===== config.mk =====
export PLATFORM = sky130hd
export DESIGN_NAME = jtmx5k_gfx_arb
export DESIGN_NICKNAME = d
export VERILOG_FILES = /design/src/rtl/jtmx5k_pkg.sv /design/src/rtl/jtmx5k_arb_latch.sv /design/src/rtl/jtmx5k_gfx_arb.sv
export SDC_FILE = /design/constraint.sdc
export NUM_CORES = 1
export LEC_CHECK = 0
export ABC_AREA = 1
export BUFFER_PORTS_ARGS = -buffer_cell sky130_fd_sc_hd__buf_2
export CAP_MARGIN = 5
export CORE_ASPECT_RATIO = 1.75
export CORE_MARGIN = 5
export CORE_UTILIZATION = 50
export CTS_BUF_LIST = sky130_fd_sc_hd__clkbuf_8
export CTS_CLUSTER_SIZE = 8
export DETAILED_ROUTE_END_ITERATION = 12
export GPL_TIMING_DRIVEN = 1
export MAX_ROUTING_LAYER = met4
export PLACE_DENSITY = 0.78
export SLEW_MARGIN = 30
export SYNTH_ARGS = -nofsm -noshare
export SYNTH_HDL_FRONTEND = slang
export SYNTH_SLANG_ARGS = --single-unit

===== constraint.sdc =====
create_clock -name clk -period 1.59 [get_ports clk]
set_input_delay 0.318 -clock clk [delete_from_list [all_inputs] [get_ports clk]]
set_output_delay 0.318 -clock clk [all_outputs]
set_load 0.05 [all_outputs]

===== src/rtl/jtmx5k_pkg.sv =====
// Shared definitions for the MX5000 graphics ROM arbiter: default widths,
// timeout length, FSM state encoding and the tie-break grant helper.
package jtmx5k_pkg;

    localparam int JTMX5K_AW   = 18;
    localparam int JTMX5K_DW   = 16;
    localparam int JTMX5K_TOUT = 63;

    typedef enum logic [1:0] {
        ST_IDLE  = 2'd0,
        ST_ISSUE = 2'd1,
        ST_WAIT  = 2'd2
    } arb_state_t;

    // Selects the requester to serve: the only pending one, or on a tie
    // the one that was not served last (returns 1 for gfx2).
    function automatic logic pick_gnt(input logic pend0, input logic pend1,
                                      input logic last);
        if (pend0 && pend1) return ~last;
        return pend1;
    endfunction

endpackage


===== src/rtl/jtmx5k_arb_latch.sv =====
// Per-requester return latch: keeps the last served address/data and a
// valid flag, and reports ok while the requester still asks for that word.
module jtmx5k_arb_latch
    import jtmx5k_pkg::*;
#(
    parameter int AW = JTMX5K_AW,
    parameter int DW = JTMX5K_DW
) (
    input  logic          clk,
    input  logic          rst,
    input  logic          cs,
    input  logic [AW-1:0] addr,
    input  logic          clr,
    input  logic          wr,
    input  logic [AW-1:0] wr_addr,
    input  logic [DW-1:0] wr_data,
    output logic [DW-1:0] data,
    output logic          ok
);

    logic [AW-1:0] lat_addr;
    logic [DW-1:0] lat_data;
    logic          lat_vld;

    // Invalidate on grant, capture address/data when the slot returns a word
    always_ff @(posedge clk) begin
        if (rst) begin
            lat_addr <= '0;
            lat_data <= '0;
            lat_vld  <= 1'b0;
        end else if (clr) begin
            lat_vld  <= 1'b0;
        end else if (wr) begin
            lat_addr <= wr_addr;
            lat_data <= wr_data;
            lat_vld  <= 1'b1;
        end
    end

    assign data = lat_data;
    assign ok   = cs & lat_vld & (lat_addr == addr);

endmodule


===== src/rtl/jtmx5k_gfx_arb.sv =====
// Shares the single graphics-ROM SDRAM slot between gfx1 (rq0) and gfx2
// (rq1). Requests are served round-robin; each requester sees its own latch
// through the usual cs/addr/ok handshake.
// Handshake: a requester holds cs/addr until ok is high; ok is high only
// while cs is high and addr matches the latched word. slot_cs is held
// from grant until slot_ok (or timeout); slot_ok is only honoured in WAIT.
// Build option: define JTMX5K_ARB_BYPASS_EN to wire rq0 straight to the
// slot (single-engine wiring, no arbitration FSM).
module jtmx5k_gfx_arb
    import jtmx5k_pkg::*;
#(
    parameter int AW   = JTMX5K_AW,
    parameter int DW   = JTMX5K_DW,
    parameter int TOUT = JTMX5K_TOUT
) (
    input  logic          clk,
    input  logic          rst,
    input  logic          rq0_cs,
    input  logic [AW-1:0] rq0_addr,
    output logic [DW-1:0] rq0_data,
    output logic          rq0_ok,
    input  logic          rq1_cs,
    input  logic [AW-1:0] rq1_addr,
    output logic [DW-1:0] rq1_data,
    output logic          rq1_ok,
    output logic          slot_cs,
    output logic [AW-1:0] slot_addr,
    input  logic [DW-1:0] slot_data,
    input  logic          slot_ok,
    output logic          tout_err,
    output logic [1:0]    st_dbg
);

`ifdef JTMX5K_ARB_BYPASS_EN

    logic unused_bypass;

    assign slot_cs   = rq0_cs;
    assign slot_addr = rq0_addr;
    assign rq0_ok    = slot_ok;
    assign rq0_data  = slot_data;
    assign rq1_ok    = 1'b1;
    assign rq1_data  = '0;
    assign tout_err  = 1'b0;
    assign st_dbg    = ST_IDLE;
    assign unused_bypass = ^{clk, rst, rq1_cs, rq1_addr};

`else

    localparam logic [5:0] TOUT_M1 = 6'(TOUT - 1);

    arb_state_t state;
    logic       gnt;
    logic       last;
    logic [5:0] cnt;
    logic       pend0, pend1;
    logic       nxt_gnt;
    logic       grant;
    logic       accept;

    assign pend0   = rq0_cs & ~rq0_ok;
    assign pend1   = rq1_cs & ~rq1_ok;
    assign nxt_gnt = pick_gnt(pend0, pend1, last);
    assign grant   = (state == ST_IDLE) & (pend0 | pend1);
    assign accept  = (state == ST_WAIT) & slot_ok;
    assign st_dbg  = state;

    jtmx5k_arb_latch #(.AW(AW), .DW(DW)) u_lat0 (
        .clk     (clk),
        .rst     (rst),
        .cs      (rq0_cs),
        .addr    (rq0_addr),
        .clr     (grant & ~nxt_gnt),
        .wr      (accept & ~gnt),
        .wr_addr (slot_addr),
        .wr_data (slot_data),
        .data    (rq0_data),
        .ok      (rq0_ok)
    );

    jtmx5k_arb_latch #(.AW(AW), .DW(DW)) u_lat1 (
        .clk     (clk),
        .rst     (rst),
        .cs      (rq1_cs),
        .addr    (rq1_addr),
        .clr     (grant & nxt_gnt),
        .wr      (accept & gnt),
        .wr_addr (slot_addr),
        .wr_data (slot_data),
        .data    (rq1_data),
        .ok      (rq1_ok)
    );

    // Arbitration FSM: grant, skip the possibly stale slot_ok in ISSUE,
    // then wait for data or give up after TOUT wait cycles
    always_ff @(posedge clk) begin
        if (rst) begin
            state     <= ST_IDLE;
            gnt       <= 1'b0;
            last      <= 1'b0;
            cnt       <= '0;
            slot_cs   <= 1'b0;
            slot_addr <= '0;
            tout_err  <= 1'b0;
        end else begin
            tout_err <= 1'b0;
            case (state)
                ST_IDLE: begin
                    if (grant) begin
                        gnt       <= nxt_gnt;
                        slot_addr <= nxt_gnt ? rq1_addr : rq0_addr;
                        slot_cs   <= 1'b1;
                        cnt       <= '0;
                        state     <= ST_ISSUE;
                    end
                end
                ST_ISSUE: begin
                    state <= ST_WAIT;
                end
                ST_WAIT: begin
                    if (slot_ok) begin
                        slot_cs <= 1'b0;
                        last    <= gnt;
                        state   <= ST_IDLE;
                    end else begin
                        cnt <= cnt + 6'd1;
                        if (cnt == TOUT_M1) begin
                            slot_cs  <= 1'b0;
                            tout_err <= 1'b1;
                            state    <= ST_IDLE;
                        end
                    end
                end
                default: begin
                    slot_cs <= 1'b0;
                    state   <= ST_IDLE;
                end
            endcase
        end
    end

`endif

endmodule


==> impl_metrics.tcl <==
set metrics [dict create \
    status "finished, violations left" \
    violations "negative setup slack" \
    chipHeight_um 140 \
    cts_buffers 9 \
    hold_violations 0 \
    ctsHoldBuffers 0 \
    hold_path.class "input pin to flop" \
    synthMuxAreaShare 0 \
    dp_hpwl_mm 11.7 \
    critPathLaunchType "flop" \
    drv_slew 0 \
    clkSinkCount 100 \
    wl_met2_mm 9.43 \
    worst_ep_required_time_ns 1.27 \
    htreeDepth 3 \
    worst_path_max_delay_cell "dfxtp_1" \
    portBuffers 112 \
    power_frac_comb 0.244 \
    grt_pass1_vias 5698 \
    worstPathArrival_ns 1.96 \
    timing.hold.ws_ns 0.181 \
    antenna_found_initial 0 \
    place.gp.congestion 1.02 \
    fin_crit_sh 1.43 \
    core_um2 9470 \
    dr.pass1.iters 6 \
    power_density_nw_per_um2 874 \
    holdCritStartpoint "slot_data[8]" \
    synthXorXnorAreaFrac 0.0109 \
    syn_inst 729 \
    power.internal_mw 4.02 \
    synth_nets 788 \
    route.met3.wl_mm 1.01 \
    synth.distinct_cells 31 \
    p_leak_nw 3.28 \
    wl_per_cell_um 17.2 \
    clockBufferDepth 2 \
    setup_ws_ns -0.690 \
    start_util 0.511 \
    sequentialPowerShare 0.451 \
    tritoncts "built" \
    worstMarginPinSlew_ns 0.407 \
    maxCapViolCount 0 \
    synth_top_family_by_area "simple AND/OR/NAND/NOR gates" \
    wl_met1_mm 6.02 \
    cp-end-kind "primary output" \
    yosys_warnings 0 \
    routed_via_density 5.54 \
    startpoint "u_lat0.lat_addr[3]" \
    path_clk_slew_ns 0.10 \
    synth_compound_area_frac 0.145 \
    grt_max_degree 57 \
    diodes 0 \
    slew_headroom 0.728 \
    worst_ir_drop_vdd_uv 800 \
    syn_area_um2 4840 \
    totalWireLength_mm 17.8 \
    fmax_ghz 0.439 \
    synth_seq_area_share 0.414 \
    clk_latency_ns 0.38 \
    final_cell_count_no_fill 1030 \
    cp_max_fo 4 \
    switching_share 0.331 \
    grtUsageTotal 0.279 \
    critical_path.cell_chain "xor2_1 -> nor3_1 -> nand2_1 -> nor4b_4 -> buf_6" \
    max_stage_delay_ns 0.46 \
    synth_adder_area_share 0.00517 \
    pin_count 113 \
    path_class "flop to primary output" \
    setup_violations 31 \
    cts_root_buffer "clkbuf_8" \
    place_ws_ns -0.444 \
    synth_seq_cells 100 \
    drc 0 \
    finalNetCount 962 \
    period_minus_slack_ns 2.28 \
    rr_startpoint "u_lat0.lat_addr[5]" \
    highest-signal-layer "met4" \
    drive_gt1_frac 0.365 \
    ant_nets 0 \
    p_total_mw 6.01 \
    synthSimpleGateAreaFrac 0.326 \
    dp.cells 1004 \
    num_vias 5708 \
    power.switching_mw 1.99 \
    areaGrowthSynthToFinish_pct 42.2 \
    skew_ns 0.00976 \
    num_rows 47 \
    drt_iter0_drc 579 \
    die_x_um 84.4 \
    grt_pass1_wl_mm 25.9 \
    fin_setup_tns_ns -11.67 \
    rsz0062_at_grt "yes" \
    postSynthAreaPerCell_um2 6.64 \
    die-area_um2 11800 \
    clkPwrFrac 0.306 \
    grt.overflow.total 0 \
]
-- stage by stage --
| stage | area, µm² | utilization |
|---|---|---|
| after detailed placement | 6030 | 0.637 |
| final | 6880 | 0.726 |
| after CTS | 6560 | 0.693 |
| after global placement | 6030 | 0.637 |
| after global routing | 6880 | 0.726 |
| after floorplan | 4880 | - |
-- critical path: cells and delay by family (launching register included) --
kind | cells | cell delay [ns]
buf+inv | 1 | 0.20
flops | 1 | 0.46
xor+xnor | 1 | 0.18
simple gates | 3 | 0.74
-- logic make-up (layout without fill, tap and decap cells) --
kind of cell               Yosys count  count (layout)
and+or+nand+nor                    374             375
AOI/OAI and AO/OA                  132             132
buffers and inverters              115             293
DFF                                100             100
xor gates and xnor gates             6               6
adders and majority gates            2               2
-- repair_timing --
action,CTS,global route
pin swaps,27,26
hold endpoints to repair,0,0
resized for setup,77,80
setup buffers,5,6
setup endpoints to repair,31,82
cloned,2,0
-- path summary, 6_finish.rpt --
path / to / slack, ns / cells past startpoint
worst max-delay path: rq0_ok / -0.69 / 5
worst max register to register: slot_addr[6] / -0.43 / 13
worst min-delay path: u_lat0.data[8] / 0.18 / 3
worst min register to register: u_lat1.data[1] / 0.47 / 2
-- cell usage in the layout (no fill, tap or decap), types with 2 or more instances in the layout --
cell,count
buf_2,110
ha_1,2
buf_4,62
nand3_1,44
nand4_1,11
xor2_1,4
nor4_2,2
buf_12,10
a21oi_1,51
a21oi_2,20
nand2_1,160
o21ai_1,13
nand2_4,17
buf_8,3
inv_1,72
o21ai_2,3
nand2_8,3
o21ai_0,43
nor2_2,8
nand3_4,2
dfxtp_2,10
bufinv_16,2
dfxtp_1,88
nor4b_4,2
clkinvlp_4,3
inv_2,7
nand2_2,29
dfxtp_4,2
nor2_4,4
or2_1,2
buf_6,11
clkbuf_8,9
nand3_2,5
nor2_1,80
nor3_1,2
-- layer usage --
metal  GRT usage  vias up
li1            -     2667
met1       0.261     2624
met2       0.507      307
met3      0.0370      110
met4       0.204        0
met5           -        -
-- Yosys cell counts --
cell type	number	area (µm²)
o21ai_0	52	260
ha_1	2	25.0
o211ai_1	1	7.51
buf_2	6	30.0
nand3b_1	1	7.51
nor2_2	2	12.5
nor2_1	90	338
dfxtp_1	100	2000
xor2_1	4	35.0
nor4b_1	2	17.5
nand3_1	49	245
a21oi_2	10	87.6
nor4_1	4	25.0
a21oi_1	61	305
inv_4	1	6.26
nand3_4	1	17.5
buf_6	4	45.0
nand4_1	11	68.8
nand3_2	1	10.0
nand2_2	4	25.0
inv_1	76	285
nand2_1	202	758
inv_2	4	15.0
buf_4	2	15.0
or2_1	2	12.5
clkbuf_1	22	82.6
o21a_1	1	7.51
nand2_4	2	22.5
o21ai_1	7	35.0
nor3_1	3	15.0
xnor2_1	2	17.5
-- layout make-up --
| type | instances | area, µm² |
|---|---|---|
| Fill cell | 709 | 2590 |
| Tap cell | 122 | 153 |
| Clock buffer | 9 | 124 |
| Multi-Input combinational cell | 515 | 2780 |
| Timing Repair Buffer | 196 | 1390 |
| Sequential cell | 100 | 2020 |
| Inverter | 81 | 314 |
| Clock inverter | 7 | 100 |
-- registers in the layout, indices dropped and copies added, names as in the netlist --
| name | flops |
|---|---|
| u_lat1.lat_addr | 18 |
| tout_err | 1 |
| st_dbg | 2 |
| u_lat0.lat_addr | 18 |
| u_lat0.lat_vld | 1 |
| last | 1 |
| cnt | 6 |
| u_lat1.data | 16 |
| u_lat1.lat_vld | 1 |
| slot_cs | 1 |
| gnt | 1 |
| u_lat0.data | 16 |
| slot_addr | 18 |
-- power groups by stage --
stage	Clock (mW)	Sequential, mW	Combinational [mW]
floorplan	0	2.97	0.486
global placement	0	2.75	1.12
detailed placement	0	2.75	1.14
CTS	1.85	2.70	1.29
global route	1.96	2.72	1.55
finish	1.84	2.71	1.47
(Power assumes the default switching activity.)
